### config.mk
export PLATFORM = sky130hd
export DESIGN_NAME = nand_bus_sequencer
export DESIGN_NICKNAME = d
export VERILOG_FILES = /design/src/rtl/nand_bus_sequencer.sv
export SDC_FILE = /design/constraint.sdc
export NUM_CORES = 1
export LEC_CHECK = 0
export CELL_PAD_IN_SITES_DETAIL_PLACEMENT = 1
export CELL_PAD_IN_SITES_GLOBAL_PLACEMENT = 1
export CORE_ASPECT_RATIO = 0.8
export CORE_MARGIN = 1.5
export CORE_UTILIZATION = 29
export DETAILED_ROUTE_END_ITERATION = 8
export PLACE_DENSITY_LB_ADDON = 0.1
export SYNTH_ARGS = -nofsm -noshare
export SYNTH_HDL_FRONTEND = slang
export SYNTH_SLANG_ARGS = --single-unit
### constraint.sdc
create_clock -name clk_i -period 3.25 [get_ports clk_i]
set_input_delay 0.325 -clock clk_i [delete_from_list [all_inputs] [get_ports clk_i]]
set_output_delay 0.325 -clock clk_i [all_outputs]
set_load 0.02 [all_outputs]
### src/rtl/nand_bus_sequencer.sv
// NAND flash bus-cycle generator: runs one CMD/ADDR/WRITE/READ/WAIT operation per START,
// strobing WE/RE with a half-period of DIV clocks. Every output is a flop.
module nand_bus_sequencer #(
    parameter int unsigned DIV         = 2,
    parameter int unsigned DATA_W      = 8,
    parameter int unsigned ADDR_CYCLES = 5,
    parameter int unsigned LEN_W       = 12,
    parameter int unsigned TO_W        = 16
) (
    input  logic                       clk_i,
    input  logic                       rst_ni,
    input  logic                       start_i,
    input  logic [2:0]                 op_i,
    input  logic                       hold_ce_i,
    input  logic [7:0]                 cmd_i,
    input  logic [8*ADDR_CYCLES-1:0]   addr_i,
    input  logic [LEN_W-1:0]           len_i,
    input  logic [TO_W-1:0]            timeout_i,
    input  logic [DATA_W-1:0]          wdata_i,
    output logic                       wdata_pop_o,
    output logic [DATA_W-1:0]          rdata_o,
    output logic                       rdata_valid_o,
    output logic                       busy_o,
    output logic                       done_o,
    output logic                       err_o,
    input  logic                       prot_i,
    input  logic                       rb_ni,
    output logic                       ce_o,
    output logic                       cle_o,
    output logic                       ale_o,
    output logic                       we_o,
    output logic                       re_o,
    output logic                       wp_o,
    output logic [DATA_W-1:0]          io_o,
    output logic                       io_oe_o,
    input  logic [DATA_W-1:0]          io_i
);

    localparam int unsigned PhW  = (DIV > 1) ? $clog2(DIV) : 1;
    localparam int unsigned CntW = (LEN_W > 4) ? LEN_W : 4;
    localparam logic [PhW-1:0] PhLast = PhW'(DIV - 1);

    localparam logic [2:0] OpCmd   = 3'd0;
    localparam logic [2:0] OpAddr  = 3'd1;
    localparam logic [2:0] OpWrite = 3'd2;
    localparam logic [2:0] OpRead  = 3'd3;
    localparam logic [2:0] OpWait  = 3'd4;

    typedef enum logic [2:0] {StIdle, StLow, StHigh, StWait, StFin} state_e;

    state_e                   state_q;
    logic [2:0]               op_q;
    logic                     hold_q;
    logic [8*ADDR_CYCLES-1:0] addr_q;
    logic [CntW-1:0]          cnt_q;
    logic [PhW-1:0]           ph_q;
    logic [TO_W-1:0]          tcnt_q;
    logic                     rb_s1_q, rb_s2_q;
    logic                     pop_q, rvalid_q, busy_q, done_q, err_q;
    logic                     ce_q, cle_q, ale_q, we_q, re_q, wp_q, io_oe_q;
    logic [DATA_W-1:0]        rdata_q, io_q;

    // Enter the one-cycle DONE state and park the bus; CE stays asserted when held.
    task automatic go_fin(input logic hold, input logic err);
        state_q <= StFin;
        done_q  <= 1'b1;
        busy_q  <= 1'b0;
        err_q   <= err;
        ce_q    <= ~hold;
        cle_q   <= 1'b0;
        ale_q   <= 1'b0;
        we_q    <= 1'b1;
        re_q    <= 1'b1;
        io_oe_q <= 1'b0;
        io_q    <= '0;
    endtask

    always_ff @(posedge clk_i or negedge rst_ni) begin
        if (!rst_ni) begin
            state_q  <= StIdle;
            op_q     <= OpCmd;
            hold_q   <= 1'b0;
            addr_q   <= '0;
            cnt_q    <= '0;
            ph_q     <= '0;
            tcnt_q   <= '0;
            rb_s1_q  <= 1'b1;
            rb_s2_q  <= 1'b1;
            pop_q    <= 1'b0;
            rvalid_q <= 1'b0;
            busy_q   <= 1'b0;
            done_q   <= 1'b0;
            err_q    <= 1'b0;
            ce_q     <= 1'b1;
            cle_q    <= 1'b0;
            ale_q    <= 1'b0;
            we_q     <= 1'b1;
            re_q     <= 1'b1;
            wp_q     <= 1'b0;
            io_oe_q  <= 1'b0;
            rdata_q  <= '0;
            io_q     <= '0;
        end else begin
            rb_s1_q  <= rb_ni;
            rb_s2_q  <= rb_s1_q;
            wp_q     <= ~prot_i;
            done_q   <= 1'b0;
            pop_q    <= 1'b0;
            rvalid_q <= 1'b0;
            case (state_q)
                StIdle, StFin: begin
                    if (start_i) begin
                        op_q   <= op_i;
                        hold_q <= hold_ce_i;
                        addr_q <= addr_i >> 8;
                        tcnt_q <= timeout_i;
                        ph_q   <= '0;
                        busy_q <= 1'b1;
                        ce_q   <= 1'b0;
                        err_q  <= 1'b0;
                        case (op_i)
                            OpCmd: begin
                                cnt_q   <= CntW'(1);
                                cle_q   <= 1'b1;
                                io_oe_q <= 1'b1;
                                io_q    <= DATA_W'(cmd_i);
                                we_q    <= 1'b0;
                                state_q <= StLow;
                            end
                            OpAddr: begin
                                cnt_q   <= CntW'(ADDR_CYCLES);
                                ale_q   <= 1'b1;
                                io_oe_q <= 1'b1;
                                io_q    <= DATA_W'(addr_i[7:0]);
                                we_q    <= 1'b0;
                                state_q <= StLow;
                            end
                            OpWrite: begin
                                if (len_i == '0) begin
                                    go_fin(hold_ce_i, 1'b0);
                                end else begin
                                    cnt_q   <= CntW'(len_i);
                                    io_oe_q <= 1'b1;
                                    io_q    <= wdata_i;
                                    pop_q   <= 1'b1;
                                    we_q    <= 1'b0;
                                    state_q <= StLow;
                                end
                            end
                            OpRead: begin
                                if (len_i == '0) begin
                                    go_fin(hold_ce_i, 1'b0);
                                end else begin
                                    cnt_q   <= CntW'(len_i);
                                    re_q    <= 1'b0;
                                    state_q <= StLow;
                                end
                            end
                            OpWait: begin
                                if (timeout_i == '0) go_fin(hold_ce_i, ~rb_s2_q);
                                else                 state_q <= StWait;
                            end
                            default: go_fin(hold_ce_i, 1'b1);
                        endcase
                    end else if (state_q == StFin) begin
                        state_q <= StIdle;
                    end
                end
                StLow: begin
                    if (ph_q == PhLast) begin
                        ph_q    <= '0;
                        we_q    <= 1'b1;
                        re_q    <= 1'b1;
                        state_q <= StHigh;
                        // Read data is captured on the edge that ends the RE-low phase.
                        if (op_q == OpRead) begin
                            rdata_q  <= io_i;
                            rvalid_q <= 1'b1;
                        end
                    end else begin
                        ph_q <= ph_q + PhW'(1);
                    end
                end
                StHigh: begin
                    if (ph_q != PhLast) begin
                        ph_q <= ph_q + PhW'(1);
                    end else if (cnt_q == CntW'(1)) begin
                        go_fin(hold_q, 1'b0);
                    end else begin
                        ph_q    <= '0;
                        cnt_q   <= cnt_q - CntW'(1);
                        state_q <= StLow;
                        if (op_q == OpRead) re_q <= 1'b0;
                        else                we_q <= 1'b0;
                        if (op_q == OpAddr) begin
                            io_q   <= DATA_W'(addr_q[7:0]);
                            addr_q <= addr_q >> 8;
                        end
                        if (op_q == OpWrite) begin
                            io_q  <= wdata_i;
                            pop_q <= 1'b1;
                        end
                    end
                end
                StWait: begin
                    if (rb_s2_q)                      go_fin(hold_q, 1'b0);
                    else if (tcnt_q == TO_W'(1))      go_fin(hold_q, 1'b1);
                    else                              tcnt_q <= tcnt_q - TO_W'(1);
                end
                default: state_q <= StIdle;
            endcase
        end
    end

    assign wdata_pop_o   = pop_q;
    assign rdata_o       = rdata_q;
    assign rdata_valid_o = rvalid_q;
    assign busy_o        = busy_q;
    assign done_o        = done_q;
    assign err_o         = err_q;
    assign ce_o          = ce_q;
    assign cle_o         = cle_q;
    assign ale_o         = ale_q;
    assign we_o          = we_q;
    assign re_o          = re_q;
    assign wp_o          = wp_q;
    assign io_o          = io_q;
    assign io_oe_o       = io_oe_q;

endmodule
==> flow_metrics.env <==
export IMPL_clockBufferDepth=2
export IMPL_powerDensity_nw_per_um2=867
export IMPL_syn_area_um2=5380
export IMPL_cts_tree="done"
export IMPL_p_leak_nw=2.95
export IMPL_routed_wl_um=17300
export IMPL_ir_drop_mv=0.246
export IMPL_cts_hold_buf=0
export IMPL_die_w_um=155
export IMPL_grt_usage_pct=18.2
export IMPL_finClkSkew_ns=0.00816
export IMPL_grt_overflow_total=0
export IMPL_dieArea_um2=19400
export IMPL_die_y_um=125
export IMPL_place_inst=971
export IMPL_status="finished, violations left"
export IMPL_ant_nets=0
export IMPL_syn_num_nets=745
export IMPL_rsz0062_at_grt="false"
export IMPL_dr_pass1_iters=4
export IMPL_path_cells="inv_1 > ha_1 > or4b_2 > or4_1 > nor2_1 > nor3_1 > nor3b_1 > mux2_2"
export IMPL_vias=5089
export IMPL_cp_max_fo=6
export IMPL_port_buffers=128
export IMPL_p_seq_share_pct=36.1
export IMPL_clk_latency_ns=0.35
export IMPL_route_detailed_drc=0
export IMPL_cts_resized_gates=0
export IMPL_async_flop_share_pct=100
export IMPL_end_kind="flop"
export IMPL_power_internal_w=0.00363
export IMPL_violations="hold timing"
export IMPL_max_slew_worst_pin_slew_ns=1.08
export IMPL_start_util_pct=29.6
export IMPL_first_global_vias=5266
export IMPL_fin_nets=857
export IMPL_timing_critical_path_slowest_cell_delay_ns=0.59
export IMPL_period_share_pct=86.5
export IMPL_globalRoute_busiestLayer="met2"
export IMPL_final_setup_viol_count=0
export IMPL_drtIter0Drc=196
export IMPL_met3_usage_pct=4.56
export IMPL_rows=44
export IMPL_grt_pass1_wl_um=28000
export IMPL_switching_share_pct=41.9
export IMPL_post_drt_via_cell_ratio=5.16
export IMPL_setup_tns_final_ns=0
export IMPL_cp_slowest_cell="or4_1"
export IMPL_antenna_found_initial=0
export IMPL_combPwrFrac_pct=46.6
export IMPL_htree_levels=3
export IMPL_core_area_um2=18200
export IMPL_cts_setup_buffers=0
export IMPL_use_met2_pct=28.1
export IMPL_cp_required_ns=3.54
export IMPL_syn2layout_area_growth_pct=34.0
export IMPL_relSlewSlack_pct=27.8
export IMPL_hold_viol_final=3
export IMPL_cts_sinks=98
export IMPL_hp_class="input pin to asynchronous set/reset pin"
export IMPL_p_clk_share_pct=17.3
export IMPL_ys_flop_type="dfrtp_1"
export IMPL_grt_max_degree=65
export IMPL_avgSynthCellArea_um2=8.40
export IMPL_hold_ws_ns=-0.0101
export IMPL_io_pins=129
export IMPL_synth_edf_count=0
export IMPL_numCtsBuffers=9
export IMPL_synth_seq_area_share_pct=45.7
export IMPL_gp_congestion=0.832
export IMPL_synthCells=640
export IMPL_grtUsageMet1_pct=25.4
export IMPL_slew_viol_final=0
export IMPL_path_clk_slew_ns=0.07
export IMPL_cap_violations=0
export IMPL_final_cells=987
export IMPL_drive_gt1_share_pct=7.53
export IMPL_yosysWarnings=0
export IMPL_cts_root_buf="clkbuf_16"
export IMPL_fin_crit_ns=2.81
export IMPL_yosys_register_bits=98
export IMPL_synth_cell_types=58
export IMPL_p_switching_w=0.00262
export IMPL_dp_hpwl_um=12800
export IMPL_diodes=0
export IMPL_critPathLaunchType="flop"
export IMPL_timing_fmax_ghz=0.356
export IMPL_cp_arrival_ns=3.10
export IMPL_drt_wirelength_per_cell_um=17.5
export IMPL_crit_type="flop to flop"
-- state kept, by name (all words and copies together) (netlist names), 3 cells and up --
| name | count |
|---|---|
| rdata_o | 8 |
| op_q | 3 |
| cnt_q | 12 |
| io_o | 8 |
| tcnt_q | 16 |
| addr_q | 32 |
| state_q | 3 |
-- cells in the final DEF (no fill, tap or decap), drive strengths merged, types with 2 or more instances in the layout --
master	count
and2	4
o21a	2
clkbuf	10
o211ai	3
nand2b	5
o32ai	2
nor2b	4
nor2	84
o21ai	52
inv	29
nand3	12
nor3b	5
buf	15
clkinvlp	2
dfstp	5
nor3	9
a21oi	50
nor4	14
or3	5
o22a	4
o221ai	3
dfrtp	93
ha	4
clkdlybuf4s50	127
clkinv	3
or4	4
o22ai	13
a22oi	7
or2	5
mux2	4
nand2	94
mux2i	26
a32oi	4
a31oi	32
and3	2
a211oi	3
-- cells by family (layout without fill, tap and decap cells) --
group	Yosys count	after routing	synth area share, %
muxes	30	30	5.82
and+or+nand+nor	251	251	21.1
xor gates and xnor gates	1	1	0.163
adders and majority gates	4	4	0.931
DFF	98	98	45.7
AOI/OAI and AO/OA	186	186	21.2
buffers and inverters	70	187	5.10
-- final cells by class --
cell class	count	area, µm²
Fill cell	2132	11000
Multi-Input combinational cell	472	2660
Sequential cell	98	2460
Timing Repair Buffer	142	1400
Tap cell	230	288
Clock buffer	10	229
Inverter	29	109
Clock inverter	6	67.6
-- critical path: cells and delay by family, from the launching register on --
kind / cells / cell delay (ns)
flip-flops: 1 / 0.38
buffers and inverters: 1 / 0.11
adder cells (fa/ha/maj): 1 / 0.16
multiplexers: 1 / 0.38
AND/OR/NAND/NOR: 5 / 1.71
-- synth_stat cells, types with 4 or more instances --
cell,number,area share (%)
nand2_1,93,6.5
dfrtp_1,93,43
nand3_1,12,1.1
nor2b_1,4,0.47
or3_1,5,0.58
o22ai_1,13,1.5
nor3b_1,5,0.70
a31oi_1,32,3.7
a21oi_1,50,4.7
mux2i_1,26,4.8
o21ai_0,51,4.7
or2_2,5,0.58
o22a_1,4,0.65
nor4_1,14,1.6
clkbuf_1,33,2.3
inv_1,28,2.0
a22oi_1,7,0.98
a32oi_1,4,0.65
buf_1,4,0.28
nor3_1,9,0.84
dfstp_2,5,2.4
nand2b_1,5,0.58
nor2_1,84,5.9
ha_1,4,0.93
-- routing by layer --
layer  part of all wire [%]  routed length, µm  vias up
li1                       -                  -     2482
met1                     50               8630     2487
met2                     44               7580      107
met3                    4.8                837       13
met4                    1.3                222        0
met5                      0                  0        -
-- worst paths after layout --
path,from,endpoint,slack [ns],cells after the start
setup / recovery,tcnt_q[1]$_DFFE_PN0P_,we_o$_DFFE_PN1P_,0.44,8
hold / removal,rst_ni,rdata_o[4]$_DFFE_PN0P_,-0.01,1
setup reg to reg,tcnt_q[1]$_DFFE_PN0P_,we_o$_DFFE_PN1P_,0.44,8
hold reg to reg,rb_s1_q$_DFF_PN1_,rb_s2_q$_DFF_PN1_,0.36,0
max in group asynchronous,rst_ni,rb_s2_q$_DFF_PN1_,2.51,2
min in group clk_i,rb_s1_q$_DFF_PN1_,rb_s2_q$_DFF_PN1_,0.36,0
-- per-stage QoR --
stage	worst slack (ns)	power, W	util (%)	area, µm²
floorplan	0.725	0.00413	-	5380
global route	0.286	0.00677	39.7	7200
finish	0.440	0.00625	39.7	7200
detailed placement	0.315	0.00521	38.0	6910
global placement	0.399	0.00508	38.0	6910
CTS	0.445	0.00633	39.7	7200
-- power by group through the flow --
stage               Combinational, W  Clock (W)  Sequential [W]
floorplan                    0.00188          0         0.00225
global placement             0.00284          0         0.00224
detailed placement           0.00293          0         0.00227
CTS                          0.00294    0.00113         0.00226
global route                 0.00325    0.00118         0.00235
finish                       0.00291    0.00108         0.00225
(Power assumes the default switching activity.)
